==> src/rtl/binary_mul_16_1_bi_pkg.sv <==
// Shared widths, Booth select encoding and carry-save helper for the 16x16 signed multiplier.
package binary_mul_16_1_bi_pkg;

  localparam int A_W          = 16;
  localparam int B_W          = 16;
  localparam int P_W          = 31;
  localparam int BOOTH_DIGITS = 8;
  localparam int PP_W         = A_W + 1;
  localparam int ROWS         = BOOTH_DIGITS + 1;

  typedef logic [2:0] booth_code_t;

  typedef struct packed {
    logic neg;
    logic one;
    logic two;
  } booth_sel_t;

  typedef struct packed {
    logic [P_W-1:0] s;
    logic [P_W-1:0] c;
  } csa_t;

  function automatic booth_sel_t booth_encode(input booth_code_t code);
    booth_sel_t sel;
    sel = '0;
    case (code)
      3'b001, 3'b010: sel.one = 1'b1;
      3'b011:         sel.two = 1'b1;
      3'b100:         begin sel.two = 1'b1; sel.neg = 1'b1; end
      3'b101, 3'b110: begin sel.one = 1'b1; sel.neg = 1'b1; end
      default:        sel = '0;
    endcase
    return sel;
  endfunction

  // Product only keeps 31 bits, so the carry out of bit 30 is simply dropped.
  function automatic csa_t csa3(input logic [P_W-1:0] x, input logic [P_W-1:0] y,
                                input logic [P_W-1:0] z);
    csa_t r;
    r.s = x ^ y ^ z;
    r.c = ((x & y) | (x & z) | (y & z)) << 1;
    return r;
  endfunction

endpackage

==> src/rtl/booth_r4_pp_gen.sv <==
// One radix-4 Booth digit: selects 0, +-A or +-2A from a 3-bit multiplier window.
module booth_r4_pp_gen
  import binary_mul_16_1_bi_pkg::*;
(
  input  logic [A_W-1:0]  a,
  input  booth_code_t     code,
  output logic [PP_W-1:0] pp,
  output logic            neg
);

  booth_sel_t      sel;
  logic [PP_W-1:0] mag;

  // Negation is invert here plus a +1 injected by the top as a separate bit.
  always_comb begin
    sel = booth_encode(code);
    mag = '0;
    if (sel.two)
      mag = {a, 1'b0};
    else if (sel.one)
      mag = {a[A_W-1], a};
    pp  = sel.neg ? ~mag : mag;
    neg = sel.neg;
  end

endmodule

==> src/rtl/binary_mul_16_1_bi.sv <==
// Signed 16x16 multiplier: Booth radix-4 partial products, CSA tree, final add, one output register.
module binary_mul_16_1_bi
  import binary_mul_16_1_bi_pkg::*;
(
  input  logic           clk,
  input  logic           rst_n,
  input  logic           en,
  input  logic [A_W-1:0] A,
  input  logic [B_W-1:0] B,
  output logic [P_W-1:0] P
);

  logic [B_W:0]    b_ext;
  logic [PP_W-1:0] pp   [BOOTH_DIGITS];
  logic            neg  [BOOTH_DIGITS];
  logic [P_W-1:0]  rows [ROWS];
  csa_t            l1_0, l1_1, l1_2, l2_0, l2_1, l3_0, l4_0;
  logic [P_W-1:0]  sum;
  logic [P_W-1:0]  p_d, p_q;

  assign b_ext = {B, 1'b0};

  for (genvar i = 0; i < BOOTH_DIGITS; i++) begin : g_pp
    booth_r4_pp_gen u_pp (
      .a    (A),
      .code (b_ext[2*i+2 -: 3]),
      .pp   (pp[i]),
      .neg  (neg[i])
    );
  end

  // Nine rows (eight shifted digits plus the collected +1 bits) reduce 9->6->4->3->2.
  always_comb begin
    for (int i = 0; i < BOOTH_DIGITS; i++)
      rows[i] = {{(P_W-PP_W){pp[i][PP_W-1]}}, pp[i]} << (2*i);
    rows[BOOTH_DIGITS] = '0;
    for (int i = 0; i < BOOTH_DIGITS; i++)
      rows[BOOTH_DIGITS][2*i] = neg[i];

    l1_0 = csa3(rows[0], rows[1], rows[2]);
    l1_1 = csa3(rows[3], rows[4], rows[5]);
    l1_2 = csa3(rows[6], rows[7], rows[8]);
    l2_0 = csa3(l1_0.s, l1_0.c, l1_1.s);
    l2_1 = csa3(l1_1.c, l1_2.s, l1_2.c);
    l3_0 = csa3(l2_0.s, l2_0.c, l2_1.s);
    l4_0 = csa3(l3_0.s, l3_0.c, l2_1.c);
    sum  = l4_0.s + l4_0.c;

    p_d = en ? sum : p_q;
  end

  always_ff @(posedge clk or negedge rst_n) begin
    if (!rst_n)
      p_q <= '0;
    else
      p_q <= p_d;
  end

  assign P = p_q;

endmodule

==> config.mk <==
export PLATFORM = sky130hd
export DESIGN_NAME = binary_mul_16_1_bi
export DESIGN_NICKNAME = d
export VERILOG_FILES = /design/src/rtl/binary_mul_16_1_bi_pkg.sv /design/src/rtl/booth_r4_pp_gen.sv /design/src/rtl/binary_mul_16_1_bi.sv
export SDC_FILE = /design/constraint.sdc
export NUM_CORES = 1
export LEC_CHECK = 0
export ABC_AREA = 1
export BUFFER_PORTS_ARGS = -buffer_cell sky130_fd_sc_hd__buf_2
export CORE_ASPECT_RATIO = 1.4
export CORE_MARGIN = 10
export CORE_UTILIZATION = 40
export CTS_BUF_LIST = sky130_fd_sc_hd__clkbuf_4 sky130_fd_sc_hd__clkbuf_8
export DETAILED_ROUTE_END_ITERATION = 7
export HOLD_SLACK_MARGIN = 0.12
export PLACE_DENSITY = 0.64
export SYNTH_ARGS = -nofsm -noshare
export SYNTH_HDL_FRONTEND = slang
export SYNTH_SLANG_ARGS = --single-unit
==> constraint.sdc <==
create_clock -name clk -period 0.8 [get_ports clk]
set_clock_uncertainty 0.05 [all_clocks]
set_input_delay 0.08 -clock clk [delete_from_list [all_inputs] [get_ports clk]]
set_output_delay 0.08 -clock clk [all_outputs]
set_load 0.01 [all_outputs]
==> results.json <==
{
  "finalCritPeriodShare": 5.38,
  "max-slew-margin-rel": 0.716,
  "crit_path_max_fanout": 5,
  "grt_usage": 0.211,
  "drt-initial-drc-count": 667,
  "end_kind": "flop",
  "die_w_um": 148,
  "grt_pass1_wl_um": 50900,
  "layout_min_cycle_time_ns": 4.30,
  "ff_latch_area_um2": 776,
  "final_util": 0.672,
  "largest_reg_flops": 31,
  "wl_um": 32400,
  "fillers": 1793,
  "ant_nets": 0,
  "clock_path_buffers": 2,
  "io_buffers": 65,
  "insertion_delay_ns": 0.29,
  "synthMuxAreaShare": 0,
  "grt_pass1_vias": 10400,
  "final-hold-violation-count": 0,
  "synthSimpleGateAreaFrac": 0.171,
  "synth_fp_nets": 1487,
  "drtPass1Iterations": 7,
  "final.setup.tns_ns": -95.35,
  "htree_levels": 2,
  "synth_compound_area_frac": 0.142,
  "cp-start-kind": "primary input",
  "nNetsFinal": 1831,
  "cts_tree": "done",
  "synth_warnings": 0,
  "die_area_um2": 29600,
  "synth.distinct_cells": 38,
  "yosysSeqAreaShare": 0.0840,
  "coreArea_um2": 22600,
  "yosys.area_share.adder": 0.341,
  "vias": 9853,
  "dp_slack_ns": -3.93,
  "layout_common_cells": "254 x buf_4, 215 x inv_1, 145 x nand2_1, 102 x fa_1, 92 x xor2_1",
  "drcViolationCount": 0,
  "rows": 65,
  "synth_edf_count": 0,
  "required_ns": 0.94,
  "crit_type": "primary input to flop",
  "synthFlopType": "dfrtp_1",
  "synth_top_family_by_area": "adder cells",
  "multi_input_area_um2": 9320,
  "antenna_found_initial": 0,
  "grt-ovfl-total": 0,
  "synthCells": 1268,
  "dp_hpwl_um": 24900,
  "clock.fmax_mhz": 232,
  "violations": "setup timing",
  "setup_ws_ns": -3.50,
  "area_growth_pct": 64.5,
  "wire_per_inst_um": 16.9,
  "maxCapViolCount": 0,
  "worst_slew_pin_slew_ns": 0.426,
  "gp_congestion": 0.971,
  "synth_top_area_frac": 0.245,
  "ios": 66,
  "crit_arrival_ns": 4.45,
  "cts.sinks": 31,
  "grt_max_degree": 32,
  "clkSlewWorstSetupHoldPaths_ns": 0.06,
  "rsz0062_at_grt": "true",
  "synth_area_per_cell_um2": 7.28,
  "cts_root_buffer": "clkbuf_8",
  "status": "finished, violations left",
  "initial_core_util": 0.408,
  "final_layout_size_suffix_gt1_frac": 0.491,
  "viasPerCell": 5.15,
  "synth_area_um2": 9230,
  "cts_buffers": 5,
  "setup_viol": 61,
  "yosys-top-cells-area": "fa_1 25%, inv_1 12%, xor2_1 10%",
  "synth-seq-cells": 31,
  "synth_top_area_cell": "fa_1",
  "async_flop_share": 1.00,
  "min_path_type": "primary input to flop",
  "n_antenna_cell": 0,
  "final_common_cell": "buf_4",
  "finalMaxSlewViolations": 0,
  "fp.dieH_um": 200,
  "synth-xor-area-share": 0.115
}
## cell usage after synthesis (5+ instances only)
cell,number
xor2_1,110
nor2_2,6
o21ai_1,6
fa_1,113
buf_4,9
nand3_1,47
xnor2_1,11
nand2_1,225
o21ai_2,6
o211ai_1,12
o21ai_0,42
buf_1,10
a21oi_1,29
a31oi_1,5
inv_1,288
nor2_1,58
buf_2,17
nor3_1,7
o22ai_1,104
nand4_1,17
ha_1,71
dfrtp_1,31
clkbuf_1,15
## metrics by stage
| stage | cell area [um2] | cells | hold WS [ns] |
|---|---|---|---|
| final | 15200 | 1912 | 0.149 |
| after global routing | 15200 | 1912 | 0.178 |
| after detailed placement | 12400 | 1821 | -0.00605 |
| after CTS | 14100 | 1879 | 0.155 |
| after floorplan | 10100 | 1268 | -0.266 |
| after global placement | 12400 | 1821 | -0.00601 |
## logic make-up after synthesis
| logic type | after synthesis |
|---|---|
| buf+inv | 345 |
| xor+xnor | 121 |
| simple gates | 371 |
| fa+ha+maj | 184 |
| compound gates | 216 |
| flops | 31 |
## repair_timing
item,CTS,global route
resized for setup,301,192
pin swaps,115,116
endpoints found under the setup margin,62,62
buffers inserted,47,39
gates cloned,5,0
hold buffers,1,0
hold endpoints to repair,31,0
## metal layers
layer  global-route usage  vias to the layer above  routed length [um]
li1                     -                     4667                   -
met1                0.230                     4790               12200
met2                0.396                      290               17200
met3               0.0176                      106                1100
met4                0.111                        0                1830
met5                    0                        -                   0
## cell type report
class / instances / share of cell area
clock buffers: 6 / 0.00503
well taps: 301 / 0.0248
inverters: 292 / 0.0770
repair buffers: 388 / 0.227
flip-flops and latches: 31 / 0.0511
repair inverters: 2 / 0.000989
multi-input cells: 892 / 0.614
## worst paths after layout
path / startpoint / end / slack [ns] / cells after the start
max in group asynchronous: rst_n / P[23]$_DFFE_PN0P_ / 0.31 / 3
setup / recovery: B[5] / P[27]$_DFFE_PN0P_ / -3.50 / 26
hold / removal: en / P[3]$_DFFE_PN0P_ / 0.15 / 4
setup reg to reg: P[13]$_DFFE_PN0P_ / P[13]$_DFFE_PN0P_ / -0.13 / 4
hold reg to reg: P[3]$_DFFE_PN0P_ / P[3]$_DFFE_PN0P_ / 0.43 / 2
min in group asynchronous: rst_n / P[5]$_DFFE_PN0P_ / 0.21 / 3
## critical path, stage by stage
cell and delay, ns:
buf_6 0.11, buf_6 0.11, nor2_4 0.15, nor2_4 0.05, inv_2 0.10, buf_6 0.13, o22ai_2 0.08, xor2_1 0.17
fa_1 0.54, inv_1 0.05, fa_1 0.49, fa_1 0.50, fa_1 0.56, inv_2 0.05, ha_4 0.29, buf_4 0.12
nand2_4 0.06, nor2_4 0.16, inv_4 0.06, buf_12 0.12, nor3_4 0.11, nand2_2 0.09, nand3_2 0.06, nand2_1 0.06
nand3_2 0.06, nand2_2 0.05
Power is left out: the tool's default activity adds up to more than one toggle a clock period on the data nets, which glitch-free logic cannot reach.
